[config.mk]
export PLATFORM = sky130hd
export DESIGN_NAME = lvds_tx_sched
export DESIGN_NICKNAME = d
export VERILOG_FILES = /design/src/rtl/lvds_pkg.sv /design/src/rtl/lvds_gap_timer.sv /design/src/rtl/lvds_tx_sched.sv
export SDC_FILE = /design/constraint.sdc
export NUM_CORES = 1
export LEC_CHECK = 0
export ABC_AREA = 1
export CAP_MARGIN = 40
export CORE_MARGIN = 5
export CORE_UTILIZATION = 49
export CTS_BUF_LIST = sky130_fd_sc_hd__clkbuf_8
export DETAILED_ROUTE_END_ITERATION = 12
export HOLD_SLACK_MARGIN = 0.03
export PLACE_DENSITY = 0.78
export SLEW_MARGIN = 15
export SYNTH_ARGS = -nofsm -noshare
export SYNTH_HDL_FRONTEND = slang
export SYNTH_HIERARCHICAL = 1
export SYNTH_SLANG_ARGS = --single-unit
[constraint.sdc]
create_clock -name clk -period 2.4 [get_ports clk]
set_input_delay 0.48 -clock clk [delete_from_list [all_inputs] [get_ports clk]]
set_output_delay 0.48 -clock clk [all_outputs]
set_load 0.03 [all_outputs]
[src/rtl/lvds_pkg.sv]
// Shared types, default patterns and CRC-8 helper for the LVDS transmit scheduler.
package lvds_pkg;

    typedef enum logic [2:0] {
        StIdle,
        StPre,
        StSync,
        StFetch,
        StLoad,
        StSend,
        StCrc,
        StGap
    } state_e;

    localparam logic [7:0] PRE_PAT_DEF  = 8'h55;
    localparam logic [7:0] SYNC_PAT_DEF = 8'hD5;
    localparam logic [7:0] CRC8_POLY    = 8'h07;

    // One byte of CRC-8, MSB-first, no reflection.
    function automatic logic [7:0] crc8_byte(input logic [7:0] crc, input logic [7:0] data);
        logic [7:0] c;
        c = crc ^ data;
        for (int i = 0; i < 8; i++) begin
            if (c[7]) begin
                c = {c[6:0], 1'b0} ^ CRC8_POLY;
            end else begin
                c = {c[6:0], 1'b0};
            end
        end
        return c;
    endfunction

endpackage

[src/rtl/lvds_gap_timer.sv]
// Loadable down-counter; done is high while the count is zero.
module lvds_gap_timer #(
    parameter int unsigned W = 8
) (
    input  logic         clk,
    input  logic         reset,
    input  logic         load,
    input  logic [W-1:0] load_val,
    output logic         done
);

    logic [W-1:0] cnt_q;

    always_ff @(posedge clk or posedge reset) begin
        if (reset) begin
            cnt_q <= '0;
        end else if (load) begin
            cnt_q <= load_val;
        end else if (cnt_q != '0) begin
            cnt_q <= cnt_q - 1'b1;
        end
    end

    assign done = (cnt_q == '0);

endmodule

[src/rtl/lvds_tx_sched.sv]
// LVDS transmit packet scheduler: preamble, sync, buffered payload, optional CRC-8, gap.
// Optional trailing CRC byte is enabled by defining LVDS_TX_CRC_EN.
module lvds_tx_sched
    import lvds_pkg::*;
#(
    parameter int unsigned ADDR_W    = 8,
    parameter int unsigned PRE_BYTES = 4,
    parameter logic [7:0]  PRE_PAT   = PRE_PAT_DEF,
    parameter logic [7:0]  SYNC_PAT  = SYNC_PAT_DEF
) (
    input  logic              clk,
    input  logic              reset,
    input  logic              cfg_tx_en,
    input  logic [7:0]        cfg_pkt_len,
    input  logic [7:0]        cfg_gap,
    output logic              buf_rd_en,
    output logic [ADDR_W-1:0] buf_rd_addr,
    input  logic [7:0]        buf_rd_data,
    output logic              ser_valid,
    output logic [7:0]        ser_data,
    input  logic              ser_ready,
    output logic              lvds_en,
    output logic              busy,
    output logic              pkt_done,
    output logic              tx_abort,
    output logic [15:0]       pkt_count
);

    state_e      state_q, state_d;
    logic [7:0]  idx_q, idx_d;
    logic [3:0]  pre_cnt_q, pre_cnt_d;
    logic [7:0]  len_q, len_d;
    logic [7:0]  gap_q, gap_d;
    logic [7:0]  data_q, data_d;
    logic [15:0] count_q, count_d;
    logic        done_q, done_d;
    logic        abort_q, abort_d;
`ifdef LVDS_TX_CRC_EN
    logic [7:0]  crc_q, crc_d;
`endif

    logic xfer;
    logic start;
    logic gap_load;
    logic gap_done;
    logic pre_last;
    logic last_byte;

    lvds_gap_timer #(
        .W(8)
    ) u_gap_timer (
        .clk     (clk),
        .reset   (reset),
        .load    (gap_load),
        .load_val(gap_q),
        .done    (gap_done)
    );

    assign xfer      = ser_valid & ser_ready;
    assign pre_last  = (pre_cnt_q == 4'(PRE_BYTES - 1));
    assign last_byte = ((idx_q + 8'd1) == len_q);

    always_comb begin
        state_d   = state_q;
        idx_d     = idx_q;
        pre_cnt_d = pre_cnt_q;
        len_d     = len_q;
        gap_d     = gap_q;
        data_d    = data_q;
        count_d   = count_q;
        done_d    = 1'b0;
        abort_d   = 1'b0;
        gap_load  = 1'b0;
        start     = 1'b0;
`ifdef LVDS_TX_CRC_EN
        crc_d     = crc_q;
`endif
        case (state_q)
            StIdle: begin
                if (cfg_tx_en && (cfg_pkt_len != 8'd0)) begin
                    start = 1'b1;
                end
            end
            StPre: begin
                if (xfer) begin
                    if (!cfg_tx_en) begin
                        abort_d = 1'b1;
                    end else if (pre_last) begin
                        state_d   = StSync;
                        pre_cnt_d = 4'd0;
                    end else begin
                        pre_cnt_d = pre_cnt_q + 4'd1;
                    end
                end
            end
            StSync: begin
                if (xfer) begin
                    if (!cfg_tx_en) begin
                        abort_d = 1'b1;
                    end else begin
                        state_d = StFetch;
                    end
                end
            end
            StFetch: begin
                if (!cfg_tx_en) begin
                    abort_d = 1'b1;
                end else begin
                    state_d = StLoad;
                end
            end
            StLoad: begin
                // Read data is valid in this cycle; hold it for the whole handshake.
                data_d  = buf_rd_data;
                state_d = StSend;
            end
            StSend: begin
                if (xfer) begin
                    idx_d = idx_q + 8'd1;
`ifdef LVDS_TX_CRC_EN
                    crc_d = crc8_byte(crc_q, data_q);
                    if (!cfg_tx_en) begin
                        abort_d = 1'b1;
                    end else if (last_byte) begin
                        state_d = StCrc;
                    end else begin
                        state_d = StFetch;
                    end
`else
                    // A transferred final byte completes the packet even if TX_EN just fell.
                    if (last_byte) begin
                        done_d = 1'b1;
                    end else if (!cfg_tx_en) begin
                        abort_d = 1'b1;
                    end else begin
                        state_d = StFetch;
                    end
`endif
                end
            end
`ifdef LVDS_TX_CRC_EN
            StCrc: begin
                if (xfer) begin
                    done_d = 1'b1;
                end
            end
`endif
            StGap: begin
                if (gap_done) begin
                    if (cfg_tx_en && (cfg_pkt_len != 8'd0)) begin
                        start = 1'b1;
                    end else begin
                        state_d = StIdle;
                    end
                end
            end
            default: begin
                state_d = StIdle;
            end
        endcase

        if (start) begin
            state_d   = StPre;
            len_d     = cfg_pkt_len;
            gap_d     = cfg_gap;
            idx_d     = 8'd0;
            pre_cnt_d = 4'd0;
`ifdef LVDS_TX_CRC_EN
            crc_d     = 8'd0;
`endif
        end
        if (abort_d) begin
            state_d = StIdle;
        end
        if (done_d) begin
            state_d  = StGap;
            gap_load = 1'b1;
            count_d  = count_q + 16'd1;
        end
    end

    always_ff @(posedge clk or posedge reset) begin
        if (reset) begin
            state_q   <= StIdle;
            idx_q     <= 8'd0;
            pre_cnt_q <= 4'd0;
            len_q     <= 8'd0;
            gap_q     <= 8'd0;
            data_q    <= 8'd0;
            count_q   <= 16'd0;
            done_q    <= 1'b0;
            abort_q   <= 1'b0;
`ifdef LVDS_TX_CRC_EN
            crc_q     <= 8'd0;
`endif
        end else begin
            state_q   <= state_d;
            idx_q     <= idx_d;
            pre_cnt_q <= pre_cnt_d;
            len_q     <= len_d;
            gap_q     <= gap_d;
            data_q    <= data_d;
            count_q   <= count_d;
            done_q    <= done_d;
            abort_q   <= abort_d;
`ifdef LVDS_TX_CRC_EN
            crc_q     <= crc_d;
`endif
        end
    end

    always_comb begin
        ser_data = 8'h00;
        case (state_q)
            StPre:   ser_data = PRE_PAT;
            StSync:  ser_data = SYNC_PAT;
            StSend:  ser_data = data_q;
`ifdef LVDS_TX_CRC_EN
            StCrc:   ser_data = crc_q;
`endif
            default: ser_data = 8'h00;
        endcase
    end

    // Decoded from state so an asynchronous reset drops them immediately.
`ifdef LVDS_TX_CRC_EN
    assign ser_valid = (state_q == StPre) || (state_q == StSync) || (state_q == StSend) ||
                       (state_q == StCrc);
`else
    assign ser_valid = (state_q == StPre) || (state_q == StSync) || (state_q == StSend);
`endif
    assign lvds_en     = (state_q != StIdle) && (state_q != StGap);
    assign busy        = (state_q != StIdle);
    assign buf_rd_en   = (state_q == StFetch);
    assign buf_rd_addr = ADDR_W'(idx_q);
    assign pkt_done    = done_q;
    assign tx_abort    = abort_q;
    assign pkt_count   = count_q;

endmodule

==> impl_metrics.yaml, run 1 <==
routing:
  via_per_inst: 4.911
  drt_wl_total_um: 8473
  wire_per_inst_um: 12.98
  drt_first_pass_iters: 4
  route.vias.total: 3207
  ant_nets: 0
  drt_iter0_drc: 132
  drc: 0
global_route:
  overflow: 0
  track_usage: 0.2002
  antenna_found_initial: 0
  first_global_vias: 3206
  grt_max_degree: 39
  grt_pass1_wl_um: 14380
clocking:
  clk_latency_ns: 0.35
  root_buffer: "clkbuf_8"
  cts_buffer_depth: 2
  cts_buffers: 9
  cts-htree-levels: 3
  cts.sinks: 65
  cts_hold_buf: 0
  path_clk_slew_ns: 0.08
  cts_tree: "yes"
synthesis:
  yosysSeqAreaShare: 0.4526
  synth_commonest_cells: "nand2_1, dfrtp_1, inv_1"
  ys_top_cells_by_area: "dfrtp_1, nand2_1, inv_1"
  yosysMostFrequentCell: "nand2_1"
  synth_top_flop_cell: "dfrtp_1"
  syn_inst: 468
  async_flop_share: 1.000
  synthesis.area_mm2: 0.003593
  synth-xor-area-share: 0.03900
  synthSimpleGateAreaFrac: 0.3552
  synth_warnings: 6
  synth_compound_area_frac: 0.06267
  synthMuxAreaShare: 0
  synth_adder_area_share: 0.01393
  synth_top_area_share: 0.4526
  syn_nets: 500
  synth_cell_type_count: 36
  synth_top_area_cell: "dfrtp_1"
  synth_top_family_by_area: "simple AND/OR/NAND/NOR gates"
  synth_enable_flop_cells: 0
  syn_avg_cell_area_um2: 7.678
  ys_seq_elements: 65
worst_setup_path:
  cp_data_arrival_time_ns: 1.82
  worst-setup-path-type: "reg2out"
  endpoint_kind: "output pin"
  cp.required_ns: 1.92
  cp_cell_sequence: "nand2_1, nor2_1, clkdlybuf4s50_1"
  worst-r2r-cell-count: 13
  slowest_delay_ns: 0.74
  r2r-start: "buf_rd_addr[0]"
  slowest_stage: "clkdlybuf4s50_1"
  worstPathMaxFanout: 5
  regToRegEndpoint: "u_gap_timer/cnt_q[4]"
  r2r_slack_ns: 0.27
  critPathLaunchType: "flop"
  cp_top_family: "buffers and inverters"
  crit_buf_inv: 1
timing:
  fin_crit_ns: 2.304
  setup_viol: 0
  final.setup.tns_ns: 0
  rsz0062_at_grt: "no"
  fin_crit_sh: 0.9599
  skew_ns: 0.01125
  whs_ns: 0.4302
  tightest_slew_ns: 0.4567
  slew_viol_final: 0
  hold_viol: 0
  slew_headroom: 0.6951
  fmax_mhz: 434.1
place:
  dp_hpwl_um: 6277
  place_area_mm2: 0.004402
  portBuffers: 65
  gp_congestion: 0.8306
die:
  core_area_mm2: 0.007214
  rows: 31
  start_util: 0.4981
  io_pins: 66
  die_y_um: 95.64
  die-area_mm2: 0.009146
  die_w_um: 95.64
job:
  maxCapViolCount: 0
power:
  ir_drop_uv: 819.8
  power_density_mw_per_mm2: 1135
  leakagePower_nw: 2.377
  total_power_mw: 5.278
finish:
  final_nets: 581
  drive_above_1_share: 0.1245
  antenna_cells: 0
  fin_area_mm2: 0.004652
  syn2layout_area_growth_pct: 29.46
  fill_cells: 658
  fin_util: 0.6448
status:
  status: "completed"
hold_path:
  hold_class: "in2async"
==> timing repair <==
action / CTS / global route
endpoints found under the setup margin: 9 / 19
pin swaps: 0 / 2
buffers inserted: 0 / 4
cloned: 0 / 0
gates resized for setup: 9 / 16
==> placed cells by master, fill, tap and decap left out, drive strengths merged <==
cell type      count
a31oi              2
clkinvlp           2
a211oi             1
a21oi              5
inv               68
a22o               1
dlygate4sd2        5
ha                 4
nand3             23
nor3               9
clkdlybuf4s15      2
o21bai             1
nor2              59
clkinv             2
bufinv             1
nand2            163
xnor2              6
nand4             11
buf               10
clkbuf            12
a22oi              1
clkdlybuf4s50     54
o21ai             22
o22ai              5
dlymetal6s2s       2
xor2              10
nor4               2
nand3b             5
o21a               1
dfrtp             65
==> report_power, final <==
part	internal, mW	leakage, nW	switching, mW
Clock	0.500	0.0995	0.429
Combinational	0.932	1.45	1.62
Sequential	1.48	0.827	0.320
Total	2.91	2.38	2.37
==> cell families after synthesis <==
kind of cell | count (synthesis)
AOI/OAI and AO/OA | 39
xor gates and xnor gates | 16
and+or+nand+nor | 272
buffers and inverters | 72
adders and majority gates | 4
DFF | 65
==> worst max-delay path by stage <==
stage                   startpoint                    to  depth (start not counted)
floorplan           buf_rd_addr[1]  u_gap_timer/cnt_q[1]                         13
global placement        state_q[1]           ser_data[6]                          8
detailed placement  buf_rd_addr[0]  u_gap_timer/cnt_q[4]                         12
CTS                     state_q[1]             ser_valid                          5
global route            state_q[0]             buf_rd_en                          3
finish                  state_q[0]             buf_rd_en                          3
==> layout make-up <==
cell class / instances / area (µm²) / share of cell area
multi-input combinational: 331 / 1723 / 0.3704
sequential: 65 / 1627 / 0.3497
timing repair buffer: 75 / 730.7 / 0.1571
inverter: 67 / 251.5 / 0.05406
clock buffer: 10 / 137.6 / 0.02959
tap: 99 / 123.9 / 0.02663
clock inverter: 6 / 58.81 / 0.01264
==> registers in the layout, summed over array words and instances (netlist names) <==
signal / cells
buf_rd_addr: 8
data_q: 8
gap_q: 8
len_q: 8
pkt_count: 16
pkt_done: 1
pre_cnt_q: 4
state_q: 3
tx_abort: 1
u_gap_timer/cnt_q: 8
==> routing by layer <==
layer	share of wire	vias to the layer above	global-route usage	routed length, µm
met1	0.43	1491	0.2481	3613
met4	0.013	0	0.05687	107
met2	0.50	79	0.3364	4255
met3	0.059	10	0.06156	497
li1	-	1627	-	-
met5	0	-	0	0
==> metrics by stage <==
| stage | setup slack, ns | std cells |
|---|---|---|
| floorplan | 0.003498 | 468 |
| global placement | 0.2481 | 633 |
| detailed placement | 0.1230 | 633 |
| CTS | 0.002731 | 649 |
| global route | 0.004925 | 653 |
| finish | 0.09629 | 653 |
Note: power is estimated with default switching activity, not from simulation.
==> run 2: changes to the inputs <==
--- a/config.mk
+++ b/config.mk
@@ -8,11 +8,13 @@
 export ABC_AREA = 1
 export CAP_MARGIN = 40
 export CORE_MARGIN = 5
-export CORE_UTILIZATION = 49
+export CORE_UTILIZATION = 60
 export CTS_BUF_LIST = sky130_fd_sc_hd__clkbuf_8
 export DETAILED_ROUTE_END_ITERATION = 12
+export DONT_BUFFER_PORTS = 1
 export HOLD_SLACK_MARGIN = 0.03
-export PLACE_DENSITY = 0.78
+export PLACE_DENSITY = 0.79
+export REMOVE_ABC_BUFFERS = 1
 export SLEW_MARGIN = 15
 export SYNTH_ARGS = -nofsm -noshare
 export SYNTH_HDL_FRONTEND = slang
==> impl_metrics.yaml, run 2 (synthesis gave the netlist of run 1 again) <==
global_route:
  overflow: 0
  grt_pass1_wl_um: 13010
  track_usage: 0.2181
  first_global_vias: 2945
  antenna_found_initial: 0
  grt_max_degree: 58
finish:
  final_nets: 522
  mostFrequentLayoutCells: "nand2_1, dfrtp_1, inv_1"
  largest_reg_flops: 16
  fill_cells: 500
  drive_above_1_share: 0.1455
  fin_cells: 570
  multiInputGateArea_mm2: 0.001713
  antenna_cells: 0
  fin_util: 0.6871
  syn2layout_area_growth_pct: 12.53
  layout_commonest_cell: "nand2_1"
  register_area_mm2: 0.001627
  fin_area_mm2: 0.004044
clocking:
  cts_setup_buffers: 0
  cts_buffer_depth: 2
  cts_buffers: 9
  cts.sinks: 65
  cts_tree: "yes"
  root_buffer: "clkbuf_8"
  path_clk_slew_ns: 0.07
  clk_latency_ns: 0.34
  cts-htree-levels: 3
routing:
  drt_first_pass_iters: 5
  ant_nets: 0
  wire_per_inst_um: 13.67
  drc: 0
  drt_iter0_drc: 126
  drt_wl_total_um: 7790
  via_per_inst: 5.258
  route.vias.total: 2997
status:
  status: "completed"
timing:
  slew_viol_final: 0
  setup_viol: 0
  hold_viol: 0
  fin_crit_ns: 2.219
  whs_ns: 0.06249
  fmax_mhz: 450.7
  setup_ws_ns: 0.1812
  final.setup.tns_ns: 0
  slew_headroom: 0.6247
  fin_crit_sh: 0.9245
  skew_ns: 0.005362
  tightest_slew_ns: 0.5609
  rsz0062_at_grt: "no"
worst_setup_path:
  endpoint_kind: "output pin"
  crit_buf_inv: 2
  cp_data_arrival_time_ns: 1.74
  worst-setup-path-type: "reg2out"
  cp_top_family: "simple AND/OR/NAND/NOR gates"
  slowest_delay_ns: 0.46
  worstPathMaxFanout: 9
  cp.required_ns: 1.92
  cp_cell_sequence: "inv_1, nand2_4, nor2_8, inv_1, nor2_1"
  critPathLaunchType: "flop"
  slowest_stage: "nor2_1"
  crit_top_cell: "inv_1"
power:
  ir_drop_uv: 1087
  leakagePower_nw: 2.146
  power_density_mw_per_mm2: 1268
  total_power_mw: 5.129
place:
  gp_congestion: 0.8502
  portBuffers: 0
  place_area_mm2: 0.003789
  dp_hpwl_um: 5839
  placed_cells: 553
  post-place-ws_ns: 0.1590
hold_path:
  hold_class: "in2async"
die:
  core_area_mm2: 0.005886
  die_w_um: 87.39
  start_util: 0.6105
  die-area_mm2: 0.007637
  io_pins: 66
  rows: 28
  die_y_um: 87.39
job:
  maxCapViolCount: 0
## run 2: final timing paths
check	from	endpoint	slack, ns	cells after the start
setup / recovery	state_q[1]	ser_data[3]	0.18	5
hold / removal	reset	gap_q[5]	0.06	2
setup reg to reg	buf_rd_addr[0]	pkt_count[14]	0.20	13
hold reg to reg	data_q[0]	data_q[0]	0.47	2
max in group asynchronous	reset	u_gap_timer/cnt_q[1]	1.64	2
min in group clk	cfg_gap[5]	gap_q[5]	0.24	2
## run 2: power breakdown
part	internal [mW]	total (mW)	switching, mW
registers	1.48	1.79	0.317
logic	0.753	2.31	1.56
clock network	0.607	1.03	0.419
total	2.84	5.13	2.29
## run 2: layout make-up
type	count	area share
inverters	67	0.06219
repair buffers	16	0.03434
flip-flops and latches	65	0.4022
well taps	75	0.02321
multi-input cells	331	0.4236
clock inverters	6	0.02042
clock buffers	10	0.03403
## run 2: timing repair
| item | in CTS | in global routing |
|---|---|---|
| hold buffers | 1 | 0 |
| resized for setup | 0 | 6 |
| hold endpoints to repair | 8 | 0 |
| setup endpoints to repair | 0 | 11 |
## run 2: metal layers
layer,global-route usage,up-vias,wire [µm]
li1,-,1517,-
met1,0.2748,1392,3463
met2,0.3445,74,3665
met3,0.07379,14,541
met4,0.08787,0,121
met5,0,-,0
